==> src/rtl/reg_scoreboard.sv <==
// reg_scoreboard: tracks in-flight register writes and raises a decode stall until results are forwardable
//
// Ports:
//   clk, rst             rising-edge clock, synchronous active-high reset
//   i_issue_valid        instruction leaves decode this cycle
//   i_issue_regwrite     issued instruction writes i_issue_rd
//   i_issue_rd           destination register of the issued instruction
//   i_issue_lat          cycles until that result can be forwarded
//   i_dec_rs1/2          decode-stage source registers
//   i_wb_valid, i_wb_rd  writeback retiring a register write
//   i_flush              squash every in-flight write
//   o_stall              hold decode/fetch and bubble execute
//   o_rs1/2_pending      source has an in-flight write (forwarding needed)
//   o_pending_cnt        number of registers currently pending
//   o_stall_cycles       saturating stalled-cycle counter (only with SCOREBOARD_STATS_EN)
//
// Build option: define SCOREBOARD_STATS_EN to add o_stall_cycles.
module reg_scoreboard #(
    parameter int NREG  = 32,
    parameter int AW    = 5,
    parameter int LAT_W = 3
) (
    input  logic             clk,
    input  logic             rst,
    input  logic             i_issue_valid,
    input  logic             i_issue_regwrite,
    input  logic [AW-1:0]    i_issue_rd,
    input  logic [LAT_W-1:0] i_issue_lat,
    input  logic [AW-1:0]    i_dec_rs1,
    input  logic [AW-1:0]    i_dec_rs2,
    input  logic             i_wb_valid,
    input  logic [AW-1:0]    i_wb_rd,
    input  logic             i_flush,
    output logic             o_stall,
    output logic             o_rs1_pending,
    output logic             o_rs2_pending,
    output logic [AW:0]      o_pending_cnt
`ifdef SCOREBOARD_STATS_EN
    ,
    output logic [31:0]      o_stall_cycles
`endif
);
    logic [NREG-1:0]             r_pend, w_pend_nx;
    logic [NREG-1:0][LAT_W-1:0]  r_cnt, w_cnt_nx;
    logic [AW:0]                 r_pending_cnt, w_pop;
    logic                        w_stall, w_accept;

    assign o_rs1_pending = i_dec_rs1 != '0 && r_pend[i_dec_rs1];
    assign o_rs2_pending = i_dec_rs2 != '0 && r_pend[i_dec_rs2];
    assign w_stall = (o_rs1_pending && r_cnt[i_dec_rs1] != '0) ||
                     (o_rs2_pending && r_cnt[i_dec_rs2] != '0);
    assign w_accept = i_issue_valid && i_issue_regwrite && i_issue_rd != '0 && !w_stall && !i_flush;
    assign o_stall = w_stall;
    assign o_pending_cnt = r_pending_cnt;

    // Order inside the loop sets priority: countdown < writeback < issue < flush/reg0.
    always_comb begin
        w_pend_nx = r_pend;
        w_cnt_nx = r_cnt;
        w_pop = '0;
        for (int i = 0; i < NREG; i++) begin
            w_cnt_nx[i] = r_cnt[i] != '0 ? r_cnt[i] - LAT_W'(1) : '0;
            if (i_wb_valid && i_wb_rd == AW'(i)) begin
                w_pend_nx[i] = 1'b0;
                w_cnt_nx[i] = '0;
            end
            if (w_accept && i_issue_rd == AW'(i)) begin
                w_pend_nx[i] = 1'b1;
                w_cnt_nx[i] = i_issue_lat;
            end
            if (i_flush || i == 0) begin
                w_pend_nx[i] = 1'b0;
                w_cnt_nx[i] = '0;
            end
            w_pop = w_pop + (AW+1)'(w_pend_nx[i]);
        end
    end

    always_ff @(posedge clk) begin
        if (rst) begin
            r_pend <= '0;
            r_cnt <= '0;
            r_pending_cnt <= '0;
        end else begin
            r_pend <= w_pend_nx;
            r_cnt <= w_cnt_nx;
            r_pending_cnt <= w_pop;
        end
    end

`ifdef SCOREBOARD_STATS_EN
    logic [31:0] r_stall_cycles;
    always_ff @(posedge clk) begin
        if (rst)
            r_stall_cycles <= '0;
        else if (w_stall && ~&r_stall_cycles)
            r_stall_cycles <= r_stall_cycles + 32'd1;
    end
    assign o_stall_cycles = r_stall_cycles;
`endif
endmodule
==> config.mk <==
export PLATFORM = sky130hd
export DESIGN_NAME = reg_scoreboard
export DESIGN_NICKNAME = d
export VERILOG_FILES = /design/src/rtl/reg_scoreboard.sv
export SDC_FILE = /design/constraint.sdc
export NUM_CORES = 1
export LEC_CHECK = 0
export BUFFER_PORTS_ARGS = -buffer_cell sky130_fd_sc_hd__buf_4
export CELL_PAD_IN_SITES_DETAIL_PLACEMENT = 2
export CELL_PAD_IN_SITES_GLOBAL_PLACEMENT = 2
export CORE_MARGIN = 5
export CORE_UTILIZATION = 30
export DETAILED_ROUTE_END_ITERATION = 10
export MAX_ROUTING_LAYER = met4
export PLACE_DENSITY = 0.67
export SYNTH_ARGS = -nofsm -noshare
export SYNTH_HDL_FRONTEND = slang
export SYNTH_SLANG_ARGS = --single-unit
==> constraint.sdc <==
create_clock -name clk -period 8.75 [get_ports clk]
set_input_delay 0.875 -clock clk [delete_from_list [all_inputs] [get_ports clk]]
set_output_delay 0.875 -clock clk [all_outputs]
set_load 0.01 [all_outputs]
==> run summary <==
The run gives 25.97 mm as the HPWL reported at the end of detailed placement. In this run the register-to-register setup slack is 1.44 ns. For this design, the sink count on the clock tree is 130. Yosys mapped a number of flops with a built-in enable equal to 0. The layout-stage area growth over the synthesis result works out to 13.61%. In the routed layout, each cell is associated on average with a via count of 5.378. Hold repair after CTS inserted 0 buffers.

The post-CTS setup repair buffer count is 0, and the post-route worst setup slack is 1.010 ns. The tools report the placement-stage worst setup slack as 0.5999 ns. Setup repair after global routing left no endpoint under its margin. The number of primary I/O pins is 38.

After detailed placement, the design holds a cell count of 1463. Library cell occupying the most area in the post-synthesis netlist: dfxtp_1. For the total negative slack for setup checks, the log shows 0 ns. TritonCTS built the clock tree. Input and output buffers added on the ports amount to 37. For this run, design rule violations remaining after detail routing come to 0. The worst-case IR drop observed on VDD is 126.5 µV.

The count of endpoints failing hold in the final timing report is 0, and the complex-gate fraction of the synthesized area is 11.36%. The worst hold path belongs to the class reg -> reg. Final number of max-transition violations: 0. The via count of the first global-routing pass was 8734. The power per cell area is 142.2 nW/µm², and the number of max-capacitance violations reported is 0. The final critical-path share of the clock period is 88.46%, and the maximum level of the CTS H-tree is 4. After filler insertion, the fill cell instance count of the layout stands at 3403.

The floorplan step defined a die boundary enclosing 34350 µm². Ranked by total cell area, the synthesized netlist is headed by dfxtp_1 (28%), ha_1 (9.4%), mux2i_1 (8.2%). Reg-to-reg startpoint: r_cnt[69].

The cell count after synthesis came out at 1071. In this run switching power makes up 26.59% of total power. The layout cell share with drive strength beyond 1 is 15.56%, and the number of detailed-routing iterations run before antenna repair is 5. The tools report the static power due to leakage as 5.061 nW. The floorplan step set the die height to 185.3 µm.

Registers take 2603 µm². The internal power of the cells came out at 1.093 mW. The largest family of logic cells by synthesized area was simple AND/OR/NAND/NOR gates.

The fraction of registers with async set or reset after synthesis was 0%. The critical path starts at i_dec_rs2[1]. The tools report the required time of the critical path as 9.09 ns. The floorplan has 64 rows. The flow ran to the end, and the final reports show no timing, DRC or antenna violations. In this run, post-CTS repair resized a total of 0 instances.

Transition time of the tightest slew-check pin: 1.078 ns. The average cell area after synthesis is 8.611 µm². The count of cells in the finished layout, fillers not included, comes to 1495. The analysis attributes to net switching a power of 396.0 µW. The number of synthesized register bits was 130. The critical path capture point type is a flip-flop.

Yosys mapped the design onto 56 distinct sky130hd cell types. The setup path with the least slack is of type in -> reg. The worst setup path is launched from a primary input. Clock-pin slew was measured on the worst setup and hold paths at 0.06 ns. Combinational logic is responsible for 9.0% of the overall power. The total overflow left after global routing is 0.

The number of nets handed over by synthesis was 1192. Number of warnings printed during yosys synthesis: 0. The root buffer cell chosen for the clock tree is clkbuf_16.

In this run the cell area of the synthesized design comes to 9223 µm². The chip width works out to 185.3 µm. The number of vias in the routed layout is 8040. The synthesized netlist devotes 22.34% of its cell area to simple gates.

The area of all placed cells without fillers came out at 10480 µm². Most frequent standard cell in the layout excluding fill and tap cells: nand2_1. Wires add up to 34.75 mm.

The design draws 1.489 mW. The latest clock arrival within the worst-skew pair was 0.44 ns; the wire length per cell was 23.24 µm. Of the synthesized area, sequential elements account for 28.22%. The most frequently used flop master after synthesis is dfxtp_1.

Along the worst path, the maximum fanout reaches 24. For this run, the post-layout net count is 1207. For the initial antenna violation count, the log shows 1. Derived from the worst setup path, the maximum achievable clock frequency is 0.1292 GHz. The run gives 0.9054 as the weighted congestion at the end of routability-driven global placement. Cells fill 34.34% of the core in the end. Once placement finished, the instance area stood at 9864 µm². The tools report the beginning of the worst hold path as r_pend[6].

Summed over its instances, the top area cell type makes up 28.22% of the synthesized netlist area. For the number of nets with antenna violations after routing, the log shows 0. The detailed router finished its first iteration with 363 violations. After Yosys synthesis, XOR and XNOR cells account for 0.2849% of the synthesized area. The total global routing track utilization was 21.43%.

Starting utilization of the core area: 30.23%. Counting the buffers created by CTS gives 17. The clock network is responsible for 51.2% of the overall power.

The multi-input gate area in the final layout was 5993 µm²; the maximum count of clock buffers along a single path was 2. At the worst endpoint, the arrival time is 8.08 ns. Across all hold checks on the routed design, the worst slack comes to 0.5142 ns. In this run the standard cell core region covers 30510 µm².

The routed design could run at a clock period as short as 7.740 ns. The share of total power dissipated in sequential elements is 39.8%. The worst clock skew on the final layout was 0.01154 ns; the adder and majority gate portion of the synthesized area was 14.35%. The first global-routing pass estimated 53.93 mm of wire. In the layout the commonest cells are nand2_1 (166), dfxtp_1 (130), inv_1 (100). Entering global routing, the biggest net connects 64 pins.

The worst slew margin relative to its limit was 27.90%; the portion of netlist area occupied by mux cells was 16.47%. The repair_antennas step left the layout with diodes totalling 0. Setup violations remaining at the end of the flow were counted as 0.
[layout make-up]
class                   instances  area share [%]
multi-input cells             784           57.20
flip-flops and latches        130           24.84
well taps                     396           4.729
clock buffers                  19           4.323
repair buffers                 53           3.797
inverters                     100           3.583
clock inverters                13           1.529
[worst max-delay path, stage by stage]
cell and delay [ns]:
buf_4 0.28, mux4_1 0.58, mux2_2 0.28, a311oi_2 0.32, a22oi_1 0.19, a32oi_4 0.20
buf_4 0.39, nand4_2 0.33, a21o_1 0.30, fa_1 0.52, fa_1 0.50, inv_1 0.05
fa_1 0.49, fa_1 0.46, fa_1 0.52, inv_1 0.05, fa_1 0.45, fa_1 0.42
fa_1 0.42, inv_1 0.08, a21o_1 0.10, a21oi_1 0.07, xor2_1 0.13, nor2_1 0.05
[layer usage]
metal / up-vias / routed length [µm] / global-route usage, %
met2: 145 / 16450 / 34.26
met5: - / 0 / -
li1: 3728 / - / -
met4: 0 / 739 / 5.931
met3: 39 / 968 / 2.848
met1: 4128 / 16590 / 28.57
[cells in the mapped netlist (2+ instances only)]
master     count
nand4_1        3
o2111ai_1      3
or3_1         32
xor2_1         2
nor4_1        15
nor3_1        19
nor4b_1        5
o21ai_0       10
o211ai_1       7
nand4_2       27
a21o_1        17
a311oi_1       6
clkbuf_1      31
a2111oi_0      5
nand2b_1      11
fa_1          23
or2_1          2
buf_4          5
nand3_1       32
nand2_1      166
a221oi_1       8
inv_1        100
nor2b_1        9
buf_6          3
mux2i_1       76
dfxtp_1      130
ha_1          69
a21oi_1       87
mux4_2        14
buf_2         10
and2_1         3
a211oi_1       4
buf_1          8
nand4_4        2
mux2_2        36
a31oi_1        5
or2_2          2
nor2_1        66
[registers in the layout, indices dropped and copies added (netlist names)]
name	cells
r_pend	31
r_cnt	93
o_pending_cnt	6
[final timing paths]
check | to | depth (start not counted)
worst min-delay path | r_pend[6] | 2
worst max-delay path | o_pending_cnt[4] | 24
worst min register to register | r_pend[6] | 2
worst max register to register | o_pending_cnt[4] | 23
[cell families after synthesis]
kind of cell    count (synthesis)
fa+ha+maj                      92
compound gates                163
buf+inv                       157
flops                         130
simple gates                  398
mux                           128
xor+xnor                        3
[power groups by stage]
stage	clock network [mW]	logic, mW	registers, mW
global route	0.804	0.144	0.593
floorplan	0	0.0796	0.606
CTS	0.781	0.136	0.593
global placement	0	0.133	0.606
detailed placement	0	0.135	0.606
finish	0.762	0.134	0.593
(Power assumes the default switching activity.)
